$ cat src/rtl/duty_measure_sequencer.sv
// Duty-cycle measurement sequencer: samples a synchronized waveform once per
// prescaled tick over a fixed window, then divides to a percentage.
// Latency: WINDOW*CLOCK_SCALE cycles in MEASURE + 15 cycles in DIVIDE; result held until ResultAck.
//
// Ports:
//   InputClock_i   - single clock, rising edge
//   ResetN_i       - synchronous active-low reset
//   Start_i        - one-cycle measurement request (honoured in IDLE only)
//   Abort_i        - cancels MEASURE or DIVIDE, previous result retained
//   Signal_i       - asynchronous waveform under measurement
//   ResultAck_i    - releases the presented result (honoured in DONE only)
//   Busy_o         - high in MEASURE and DIVIDE
//   ResultValid_o  - high in DONE
//   HighCount_o    - high samples in the last completed window
//   TotalCount_o   - samples in the last completed window (equals WINDOW)
//   DutyPercent_o  - floor(HighCount*100/WINDOW), 0..100
module duty_measure_sequencer #(
    parameter int unsigned CLOCK_SCALE = 2500,
    parameter int unsigned WINDOW      = 200
) (
    input  logic       InputClock_i,
    input  logic       ResetN_i,
    input  logic       Start_i,
    input  logic       Abort_i,
    input  logic       Signal_i,
    input  logic       ResultAck_i,
    output logic       Busy_o,
    output logic       ResultValid_o,
    output logic [7:0] HighCount_o,
    output logic [7:0] TotalCount_o,
    output logic [6:0] DutyPercent_o
);

    typedef enum logic [1:0] {
        IDLE    = 2'd0,
        MEASURE = 2'd1,
        DIVIDE  = 2'd2,
        DONE    = 2'd3
    } state_t;

    localparam logic [31:0] PRESC_LAST = 32'(CLOCK_SCALE - 1);
    localparam logic [7:0]  WIN        = 8'(WINDOW);
    localparam logic [7:0]  WIN_LAST   = 8'(WINDOW - 1);
    localparam logic [8:0]  WIN9       = {1'b0, WIN};
    // One restoring step per dividend bit.
    localparam logic [3:0]  DIV_LAST   = 4'd14;

    state_t      state_q, state_d;

    logic        sig_meta_q, sig_sync_q;

    logic [31:0] presc_q, presc_d;
    logic [7:0]  sample_q, sample_d;
    logic [7:0]  high_q, high_d;

    logic [7:0]  rem_q, rem_d;
    logic [14:0] quo_q, quo_d;
    logic [3:0]  div_cnt_q, div_cnt_d;

    logic [7:0]  high_out_q, high_out_d;
    logic [7:0]  total_out_q, total_out_d;
    logic [6:0]  duty_out_q, duty_out_d;

    logic        tick;
    logic        final_tick;
    logic        div_last;
    logic [14:0] high_final;
    logic [14:0] dividend;
    logic [8:0]  rem_shift;
    logic        rem_ge;
    logic [14:0] quo_step;
    logic [7:0]  rem_step;

    // ------------------------------------------------------------------
    // Two-flop synchronizer for the asynchronous input
    // ------------------------------------------------------------------
    always_ff @(posedge InputClock_i) begin
        if (!ResetN_i) begin
            sig_meta_q <= 1'b0;
            sig_sync_q <= 1'b0;
        end else begin
            sig_meta_q <= Signal_i;
            sig_sync_q <= sig_meta_q;
        end
    end

    // ------------------------------------------------------------------
    // FSM: state register
    // ------------------------------------------------------------------
    always_ff @(posedge InputClock_i) begin
        if (!ResetN_i) begin
            state_q <= IDLE;
        end else begin
            state_q <= state_d;
        end
    end

    assign tick       = (state_q == MEASURE) && (presc_q == PRESC_LAST);
    assign final_tick = tick && (sample_q == WIN_LAST);
    assign div_last   = (state_q == DIVIDE) && (div_cnt_q == DIV_LAST);

    // ------------------------------------------------------------------
    // FSM: next-state logic. Abort is checked before the final tick and
    // the last divide step so a coincident abort never reaches DIVIDE/DONE.
    // ------------------------------------------------------------------
    always_comb begin
        state_d = state_q;
        unique case (state_q)
            IDLE: begin
                if (Start_i) begin
                    state_d = MEASURE;
                end
            end
            MEASURE: begin
                if (Abort_i) begin
                    state_d = IDLE;
                end else if (final_tick) begin
                    state_d = DIVIDE;
                end
            end
            DIVIDE: begin
                if (Abort_i) begin
                    state_d = IDLE;
                end else if (div_last) begin
                    state_d = DONE;
                end
            end
            DONE: begin
                if (ResultAck_i) begin
                    state_d = IDLE;
                end
            end
            default: state_d = IDLE;
        endcase
    end

    // ------------------------------------------------------------------
    // FSM: outputs
    // ------------------------------------------------------------------
    always_comb begin
        Busy_o        = 1'b0;
        ResultValid_o = 1'b0;
        unique case (state_q)
            MEASURE: Busy_o        = 1'b1;
            DIVIDE:  Busy_o        = 1'b1;
            DONE:    ResultValid_o = 1'b1;
            default: ;
        endcase
    end

    // ------------------------------------------------------------------
    // Divider step: shift in the next dividend bit, subtract if it fits.
    // Remainder stays below WINDOW, so 8 bits hold it between steps.
    // ------------------------------------------------------------------
    assign high_final = 15'(high_q) + 15'(sig_sync_q);
    assign dividend   = high_final * 15'd100;
    assign rem_shift  = {rem_q, quo_q[14]};
    assign rem_ge     = (rem_shift >= WIN9);
    assign rem_step   = rem_ge ? 8'(rem_shift - WIN9) : rem_shift[7:0];
    assign quo_step   = {quo_q[13:0], rem_ge};

    // ------------------------------------------------------------------
    // Datapath next-state
    // ------------------------------------------------------------------
    always_comb begin
        presc_d     = presc_q;
        sample_d    = sample_q;
        high_d      = high_q;
        rem_d       = rem_q;
        quo_d       = quo_q;
        div_cnt_d   = div_cnt_q;
        high_out_d  = high_out_q;
        total_out_d = total_out_q;
        duty_out_d  = duty_out_q;

        unique case (state_q)
            IDLE: begin
                // Held clear so MEASURE always starts from zero.
                presc_d   = '0;
                sample_d  = '0;
                high_d    = '0;
                div_cnt_d = '0;
            end
            MEASURE: begin
                if (tick) begin
                    presc_d  = '0;
                    sample_d = sample_q + 8'd1;
                    high_d   = high_q + 8'(sig_sync_q);
                end else begin
                    presc_d = presc_q + 32'd1;
                end
                if (final_tick) begin
                    rem_d     = '0;
                    quo_d     = dividend;
                    div_cnt_d = '0;
                end
            end
            DIVIDE: begin
                rem_d     = rem_step;
                quo_d     = quo_step;
                div_cnt_d = div_cnt_q + 4'd1;
                // Results publish only on the DONE-entry edge, all together.
                if (div_last && !Abort_i) begin
                    high_out_d  = high_q;
                    total_out_d = sample_q;
                    duty_out_d  = quo_step[6:0];
                end
            end
            default: ;
        endcase
    end

    always_ff @(posedge InputClock_i) begin
        if (!ResetN_i) begin
            presc_q     <= '0;
            sample_q    <= '0;
            high_q      <= '0;
            rem_q       <= '0;
            quo_q       <= '0;
            div_cnt_q   <= '0;
            high_out_q  <= '0;
            total_out_q <= '0;
            duty_out_q  <= '0;
        end else begin
            presc_q     <= presc_d;
            sample_q    <= sample_d;
            high_q      <= high_d;
            rem_q       <= rem_d;
            quo_q       <= quo_d;
            div_cnt_q   <= div_cnt_d;
            high_out_q  <= high_out_d;
            total_out_q <= total_out_d;
            duty_out_q  <= duty_out_d;
        end
    end

    assign HighCount_o   = high_out_q;
    assign TotalCount_o  = total_out_q;
    assign DutyPercent_o = duty_out_q;

endmodule
$ cat config.mk
export PLATFORM = sky130hd
export DESIGN_NAME = duty_measure_sequencer
export DESIGN_NICKNAME = d
export VERILOG_FILES = /design/src/rtl/duty_measure_sequencer.sv
export SDC_FILE = /design/constraint.sdc
export NUM_CORES = 1
export LEC_CHECK = 0
export CAP_MARGIN = 20
export CORE_MARGIN = 2
export CORE_UTILIZATION = 25
export CTS_CLUSTER_DIAMETER = 40
export DETAILED_ROUTE_END_ITERATION = 6
export PLACE_DENSITY = 0.43
export SYNTH_ARGS = -nofsm -noshare
export SYNTH_HDL_FRONTEND = slang
export SYNTH_SLANG_ARGS = --single-unit
$ cat constraint.sdc
create_clock -name InputClock_i -period 3.9 [get_ports InputClock_i]
set_input_delay 0.78 -clock InputClock_i [delete_from_list [all_inputs] [get_ports InputClock_i]]
set_output_delay 0.78 -clock InputClock_i [all_outputs]
set_load 0.02 [all_outputs]
After elaboration in Yosys (flattened, before gate mapping) --
Index checks and enable logic that the tools add are counted.
Storage, ports and cells: bits in latches 0, memory bits (writable) 0, output and inout port bits 25, ROM bits 0, logic and storage cells 69, flip-flop bits (word level) 102, memories kept 0, bits of input ports 6
Operators by class: add/subtract/negate cells 6, bitwise gates (word level) 0, eq/ne operators 12, multipliers 1, magnitude comparators 1, div/mod/pow operators 0, reduce and logical (&&, ||, !) cells 15, shift-type cells 0, mux-type cells 22
Operators with widths (count):
- $pmux 32 s2 | 1
- $pmux 8 s2 | 3
- $add 32x1->32 const B | 1
- $eq 32x12->1 const B | 1
- $mux 32 | 1
- $mux 8 | 4
- $pmux 15 s2 | 1
- $mux 15 | 1
- $mul 9x5->13 const B | 1
- $mux 2 | 6
- $pmux 4 s3 | 1
- $add 8x1->9 | 1
- $ge 9x8->1 const B | 1
- $add 8x1->8 | 1
- $add 8x1->8 const B | 1
- $eq 8x8->1 const B | 1
- $ne 2x2->1 const B | 4
- $pmux 2 s4 | 1
- $reduce_and 2->1 | 4
- $sub 8x8->8 const B | 1
- $ne 3x3->1 const B | 2
- $add 4x1->4 const B | 1
- $eq 2x2->1 const B | 2
- $eq 4x4->1 const B | 1
- other kinds (10) | 15

Longest topological paths before layout --
Gate-level depths: netlist (run 1).
word-level depth 6, gate-level depth with buffers 16, gate-level depth less buffers 16

Least setup slack after synthesis (run 1) --
OpenSTA, ideal clock, no wires.
path kind register to register, start point reg high_q[2], end point reg quo_q[13], setup time 0.133 ns, data arrival time 3.441 ns, clock period less this slack 3.573 ns, buffers on the path 1, setup slack 0.327 ns, stages on the path, launching flop included 17, data required time 3.767 ns, path through dfxtp_1 clkbuf_1 nand3_1 nor2_1 xor2_1 ha_1 ha_1 inv_1 fa_1 inv_1 ha_1 nand3_1 o211ai_1 o21ai_0 a21oi_1 xnor2_1 o221ai_1
On the way: longest elaborated chain between the ends 4
Ends and longest elaborated chain:
- from (decl) | RTL line 54 | logic [7:0] high_q, high_d;
- from (signal assigned) | RTL line 227 | high_q <= high_d;
- $add 8x1->9 | RTL line 155 | assign high_final = 15'(high_q) + 15'(sig_sync_q);
- $mul 9x5->13 | RTL line 156 | assign dividend = high_final * 15'd100;
- $mux 15 | RTL line 192 | if (final_tick) begin
- $pmux 15 s2 | RTL line 176 | unique case (state_q)
- to (signal assigned) | RTL line 229 | quo_q <= quo_d;
- to (decl) | RTL line 57 | logic [14:0] quo_q, quo_d;
Every way passes these cells. The select of a mux whose other input is x is not followed. A chain may end at the register's enable or synchronous reset.

Worst setup path in the final report (run 1) --
start point reg high_q[0], end point reg quo_q[13]
Same word-level chain as after synthesis.

==> impl_metrics.yaml, run 1 <==
outcome:
  status: "finished, final reports clean"
route:
  ant_nets: 0
  routed-via-count: 5013
  drc: 0
  drt_first_pass_iters: 4
  wl_um: 14500
  first_iter_violations: 291
  drt-wirelength-per-cell_um: 14.2
  vias_per_cell: 4.88
pwr:
  p_per_area_nw_per_um2: 319
  peakVddDrop_mv: 0.178
  netSwitchingPower_w: 0.000536
  swShare: 0.248
  p_clk_frac: 0.423
  total_power_w: 0.00216
  p_leak_nw: 2.52
  power_frac_seq: 0.486
  intPower_w: 0.00163
  p_comb_frac: 0.090
final_layout:
  final_layout_size_suffix_gt1_frac: 0.0783
  final_area_um2: 6790
  final_util: 0.298
  syn_to_final_growth_pct: 16.2
  final_nets: 762
  antenna_cells: 0
  fillerInstances: 2405
synth:
  synth_ff_type: "dfxtp_1"
  ys_types: 70
  syn_inst: 698
  synth-xor-area-share: 0.0330
  synth-compound-area-share: 0.194
  synth_top_family_by_area: "simple AND/OR/NAND/NOR gates"
  syn_area_um2: 5840
  syn-mean-instance-area_um2: 8.37
  synthMuxAreaShare: 0.0154
  synthSimpleGateAreaFrac: 0.252
  yosys_warnings: 0
  synthAdderAreaFrac: 0.0994
  ys_seq_area_frac: 0.350
  ys_seq_elements: 102
  async_flop_share: 0
  synth_edf_count: 0
  synth_fp_nets: 748
timing:
  drv_slew: 0
  tightest_slew_ns: 0.866
  hold_violations: 0
  setup_slack_ns: 0.325
  skew_ns: 0.00837
  tns_ns: 0
  max_freq_mhz: 280
  period_share: 0.917
  rsz0062_at_grt: "no"
  relSlewSlack: 0.421
  setup_viol: 0
  min_period_ns: 3.57
job:
  cap_violations: 0
clock_tree:
  cts_tree: "done"
  cts_made_buffers: 9
  clockBufferDepth: 2
  cts_max_level: 3
  root_buffer: "clkbuf_16"
  clkSinkCount: 102
  insertion_delay_ns: 0.35
  path_clk_slew_ns: 0.07
floorplan:
  io_pins: 31
  dieArea_um2: 24600
  start_util: 0.256
  row_count: 55
  die_h_um: 157
  fp.dieW_um: 157
  core-area_um2: 22800
worst_hold_path:
  hp-class: "reg -> reg"
  hp-start: "sig_meta_q"
  whs_path_depth: 1
  min_to: "sig_sync_q"
place:
  finalWeightedCongestion: 0.768
  hpwl_um: 10100
  pre_cts_ws_ns: 0.108
  portBuffers: 30
  dpl_cell_area_um2: 6450
global_routing:
  grt_pass1_wl_um: 24300
  grt_overflow: 0
  grt_pass1_vias: 4683
  grt_usage: 0.123
  antenna_found_initial: 0
  grt_max_degree: 44
worst_setup_path:
  crit_chain: "ha_2, nand3_4, nor2_2, xor2_1, ha_1, ha_1, inv_1, fa_1, inv_1, ha_2, nand3_1, o211ai_1, o21ai_0, a21oi_1, xnor2_1, o221ai_1"
  required_ns: 4.09
  critPathLaunchType: "flop"
  cp-end-kind: "flop"
  reg2reg_slack_ns: 0.33
  critPathTopFamily: "adder cells"
  r2r-end: "quo_q[13]"
  r2r_cells: 16
  worstPathArrival_ns: 3.77
  cpMaxStageDelayCell: "fa_1"
  path_buf_inv: 2
  critPathKind: "reg -> reg"
  path_max_fanout: 6
  r2r_start: "high_q[0]"
  critPathMaxStageDelay_ns: 0.49
-- cell usage after synthesis (3+ instances only) --
cell type    n  area share
a211oi_1     9       0.012
nor4_1       3      0.0032
xnor2_1     14       0.021
dfxtp_1    102        0.35
ha_1        40       0.086
o211ai_1     4      0.0051
or3_1        4      0.0043
and3_1      11       0.012
buf_2        6      0.0051
o21ai_0     20       0.017
xor2_1       8       0.012
o21a_1       3      0.0039
a311oi_1    14       0.021
nand4_1      8      0.0086
fa_1         4       0.014
buf_6        4      0.0077
buf_1        3      0.0019
clkbuf_1    27       0.017
and2_1       5      0.0054
nor3_1      17       0.015
a22o_1       6      0.0090
nand2_1    109       0.070
nor2_1      46       0.030
and4_1       4      0.0060
a31oi_1     13       0.014
mux2i_1      9       0.015
o211a_1      6       0.010
a41oi_1      5      0.0075
nor4_4       5       0.018
nand3_1     34       0.029
a21oi_1     67       0.057
inv_1       34       0.022
nand4b_1     4      0.0060
o21bai_1     3      0.0039
or4_1        3      0.0039
-- cells by family after synthesis --
family / count (synthesis)
XOR/XNOR: 22
AND/OR/NAND/NOR: 276
buffers and inverters: 76
adder cells (fa/ha/maj): 44
multiplexers: 9
flip-flops: 102
AO/OA/AOI/OAI: 169
-- through the flow --
stage | hold slack [ns] | std cells
CTS | 0.433 | 1027
floorplan | 0.412 | 698
global placement | 0.429 | 1013
detailed placement | 0.417 | 1013
finish | 0.433 | 1028
global route | 0.454 | 1028
-- flip-flops by register name (all words and copies together), names as in the netlist --
register and cells:
DutyPercent_o 7, HighCount_o 8, TotalCount_o 8, div_cnt_q 4
high_q 8, presc_q 32, quo_q 15, rem_q 8
sample_q 8, sig_meta_q 1, sig_sync_q 1, state_q 2
-- power groups by stage --
stage / combinational (W) / clock (W) / sequential [W]
2_1_floorplan: 0.000132 / 0 / 0.00107
3_3_place_gp: 0.000194 / 0 / 0.00108
3_5_place_dp: 0.000194 / 0 / 0.00108
4_1_cts: 0.000195 / 0.000957 / 0.00105
5_1_grt: 0.000219 / 0.000992 / 0.00105
6_report: 0.000196 / 0.000916 / 0.00105
-- area by class of cell --
class,instances,area (µm²),share of cell area
Clock buffer,13,260,0.0384
Clock inverter,1,30.0,0.00443
Inverter,35,131,0.0194
Multi-Input combinational cell,520,3510,0.518
Sequential cell,102,2040,0.301
Tap cell,313,392,0.0577
Timing Repair Buffer,44,418,0.0616
-- worst max path at each step --
stage,endpoint,start,cells past startpoint
after global placement,quo_q[13],high_q[0],16
after floorplan,quo_q[13],high_q[2],16
after detailed placement,quo_q[13],high_q[0],16
after global routing,quo_q[13],high_q[0],15
after CTS,quo_q[13],high_q[0],16
final,quo_q[13],high_q[0],16
-- cells in the final DEF (no fill, tap or decap), types with 4 or more instances in the layout --
cell and n:
a211oi_1 9, a21oi_1 66, a22o_1 6, a311oi_1 14
a31oi_1 13, a41oi_1 5, and2_1 5, and3_1 11
and4_1 4, buf_4 13, clkbuf_16 9, clkdlybuf4s50_1 30
dfxtp_1 102, fa_1 4, ha_1 38, inv_1 34
mux2i_1 9, nand2_1 109, nand3_1 33, nand4_1 8
nand4b_1 4, nor2_1 44, nor3_1 17, nor4_4 5
o211a_1 6, o211ai_1 4, o21ai_0 20, or3_1 4
xnor2_1 12, xor2_1 8
-- per-layer routing --
metal	global-route usage	share of wire	vias to the layer above
li1	-	-	2529
met1	0.158	0.47	2411
met2	0.206	0.48	63
met3	0.0307	0.036	10
met4	0.0293	0.0058	0
met5	0	0	-
-- repair_timing --
item,in CTS,in global routing
hold buffers,0,0
gates resized for setup,0,7
endpoints found under the hold margin,0,0
setup buffers,0,0
endpoints found under the setup margin,0,4
(Power assumes the default switching activity.)
==> inputs of run 2 (changes only) <==
--- a/config.mk
+++ b/config.mk
@@ -6,11 +6,11 @@
 export NUM_CORES = 1
 export LEC_CHECK = 0
 export CAP_MARGIN = 20
-export CORE_MARGIN = 2
+export CORE_MARGIN = 3
 export CORE_UTILIZATION = 25
 export CTS_CLUSTER_DIAMETER = 40
 export DETAILED_ROUTE_END_ITERATION = 6
-export PLACE_DENSITY = 0.43
+export PLACE_DENSITY_LB_ADDON = 0.08
 export SYNTH_ARGS = -nofsm -noshare
 export SYNTH_HDL_FRONTEND = slang
 export SYNTH_SLANG_ARGS = --single-unit
==> impl_metrics.yaml, run 2 (same netlist as run 1, synthesis figures left out) <==
clock_tree:
  insertion_delay_ns: 0.35
  cts_max_level: 3
  root_buffer: "clkbuf_16"
  clockBufferDepth: 2
  path_clk_slew_ns: 0.07
  cts_tree: "done"
  ctsHoldBuffers: 0
  cts_made_buffers: 9
  clkSinkCount: 102
timing:
  period_share: 0.915
  tightest_slew_ns: 0.733
  hold_violations: 0
  skew_ns: 0.00768
  drv_slew: 0
  holdWs_ns: 0.440
  setup_viol: 0
  relSlewSlack: 0.511
  max_freq_mhz: 280
  min_period_ns: 3.57
worst_setup_path:
  worstPathArrival_ns: 3.78
  path_max_fanout: 5
  reg2reg_slack_ns: 0.33
  cp-end-kind: "flop"
  required_ns: 4.12
  critPathKind: "reg -> reg"
  critPathLaunchType: "flop"
final_layout:
  largest_register_ffs: 32
  final_common_cell: "nand2_1"
  final-instance-count-excl-fill: 1030
  regArea_um2: 2040
  reg.largest.list: "presc_q (32), quo_q (15)"
  multiInputGateArea_um2: 3510
  top_register: "presc_q"
  mostFrequentLayoutCells: "109 x nand2_1, 101 x dfxtp_1, 66 x a21oi_1"
  syn_to_final_growth_pct: 16.8
  final_nets: 763
  final_layout_size_suffix_gt1_frac: 0.0837
  fillerInstances: 2449
  final_util: 0.299
  antenna_cells: 0
global_routing:
  grt_max_degree: 50
  antenna_found_initial: 0
  grt_overflow: 0
  grt_pass1_vias: 5090
  grt_usage: 0.125
  grt_pass1_wl_um: 26300
job:
  cap_violations: 0
route:
  ant_nets: 0
  wl_met1_um: 7580
  drt_first_pass_iters: 5
  drt-wirelength-per-cell_um: 14.9
  wl_um: 15300
  first_iter_violations: 286
  routed-via-count: 5002
  wl_met3_um: 352
  route.met2.wl_um: 7250
  routed.top_layer: "met4"
  drc: 0
  vias_per_cell: 4.86
floorplan:
  start_util: 0.256
  core-area_um2: 22800
  io_pins: 31
  fp.dieW_um: 159
  row_count: 55
  die_h_um: 159
  dieArea_um2: 25200
pwr:
  netSwitchingPower_w: 0.000567
  p_clk_frac: 0.444
  swShare: 0.252
  power_frac_seq: 0.468
  p_per_area_nw_per_um2: 330
  p_leak_nw: 2.53
  intPower_w: 0.00168
  peakVddDrop_mv: 0.225
  p_comb_frac: 0.088
outcome:
  status: "finished, final reports clean"
place:
  finalWeightedCongestion: 0.754
  hpwl_um: 10700
  portBuffers: 30
  post-place-cells: 1014
worst_hold_path:
  hp-class: "reg -> reg"
## run 2: power by group through the flow
| stage | sequential, W | combinational, W | clock, W |
|---|---|---|---|
| 2_1_floorplan | 0.00107 | 0.000132 | 0 |
| 3_3_place_gp | 0.00108 | 0.000198 | 0 |
| 3_5_place_dp | 0.00108 | 0.000202 | 0 |
| 4_1_cts | 0.00105 | 0.000202 | 0.00104 |
| 5_1_grt | 0.00105 | 0.000223 | 0.00108 |
| 6_report | 0.00105 | 0.000199 | 0.000999 |
## run 2: timing repair
action | in CTS | in global routing
setup endpoints to repair | 0 | 4
setup buffers | 0 | 1
gates resized for setup | 0 | 7
## run 2: routing by layer
| metal | track usage | vias to the layer above |
|---|---|---|
| met4 | 0.0330 | 0 |
| met1 | 0.166 | 2394 |
| met5 | 0 | - |
| met2 | 0.211 | 65 |
| met3 | 0.0203 | 8 |
| li1 | - | 2535 |
## run 2: path summary, 6_finish.rpt
| check | to | startpoint | cells past startpoint |
|---|---|---|---|
| worst min register to register | sig_sync_q | sig_meta_q | 1 |
| worst min-delay path | sig_sync_q | sig_meta_q | 1 |
| worst max register to register | quo_q[13] | sig_sync_q | 15 |
| worst max-delay path | quo_q[13] | sig_sync_q | 15 |
## run 2: area by class of cell
type / count / area share
clock buffer: 10 / 0.0350
timing repair buffer: 45 / 0.0624
tap: 313 / 0.0574
sequential: 102 / 0.300
inverter: 35 / 0.0193
clock inverter: 5 / 0.0121
multi-input combinational: 520 / 0.514
## run 2: worst max-delay path, cell delays in order, from the launching register on
cell,delay [ns]
dfxtp_1,0.40
ha_2,0.23
nand4_1,0.17
xnor2_2,0.27
ha_1,0.27
ha_1,0.28
inv_1,0.05
fa_1,0.53
inv_1,0.04
ha_1,0.35
nand3_1,0.09
o211ai_1,0.17
o21ai_0,0.13
a21oi_1,0.18
xnor2_1,0.14
o221ai_1,0.13
## run 2: through the flow
step                setup slack [ns]  area [µm²]  power, W  setup TNS, ns
finish                         0.332        6820   0.00225              0
global route                 -0.0127        6820   0.00235        -0.0127
CTS                            0.110        6780   0.00230              0
detailed placement             0.147        6460   0.00128              0
global placement               0.190        6450   0.00127              0
floorplan                      0.327        5840   0.00121              0
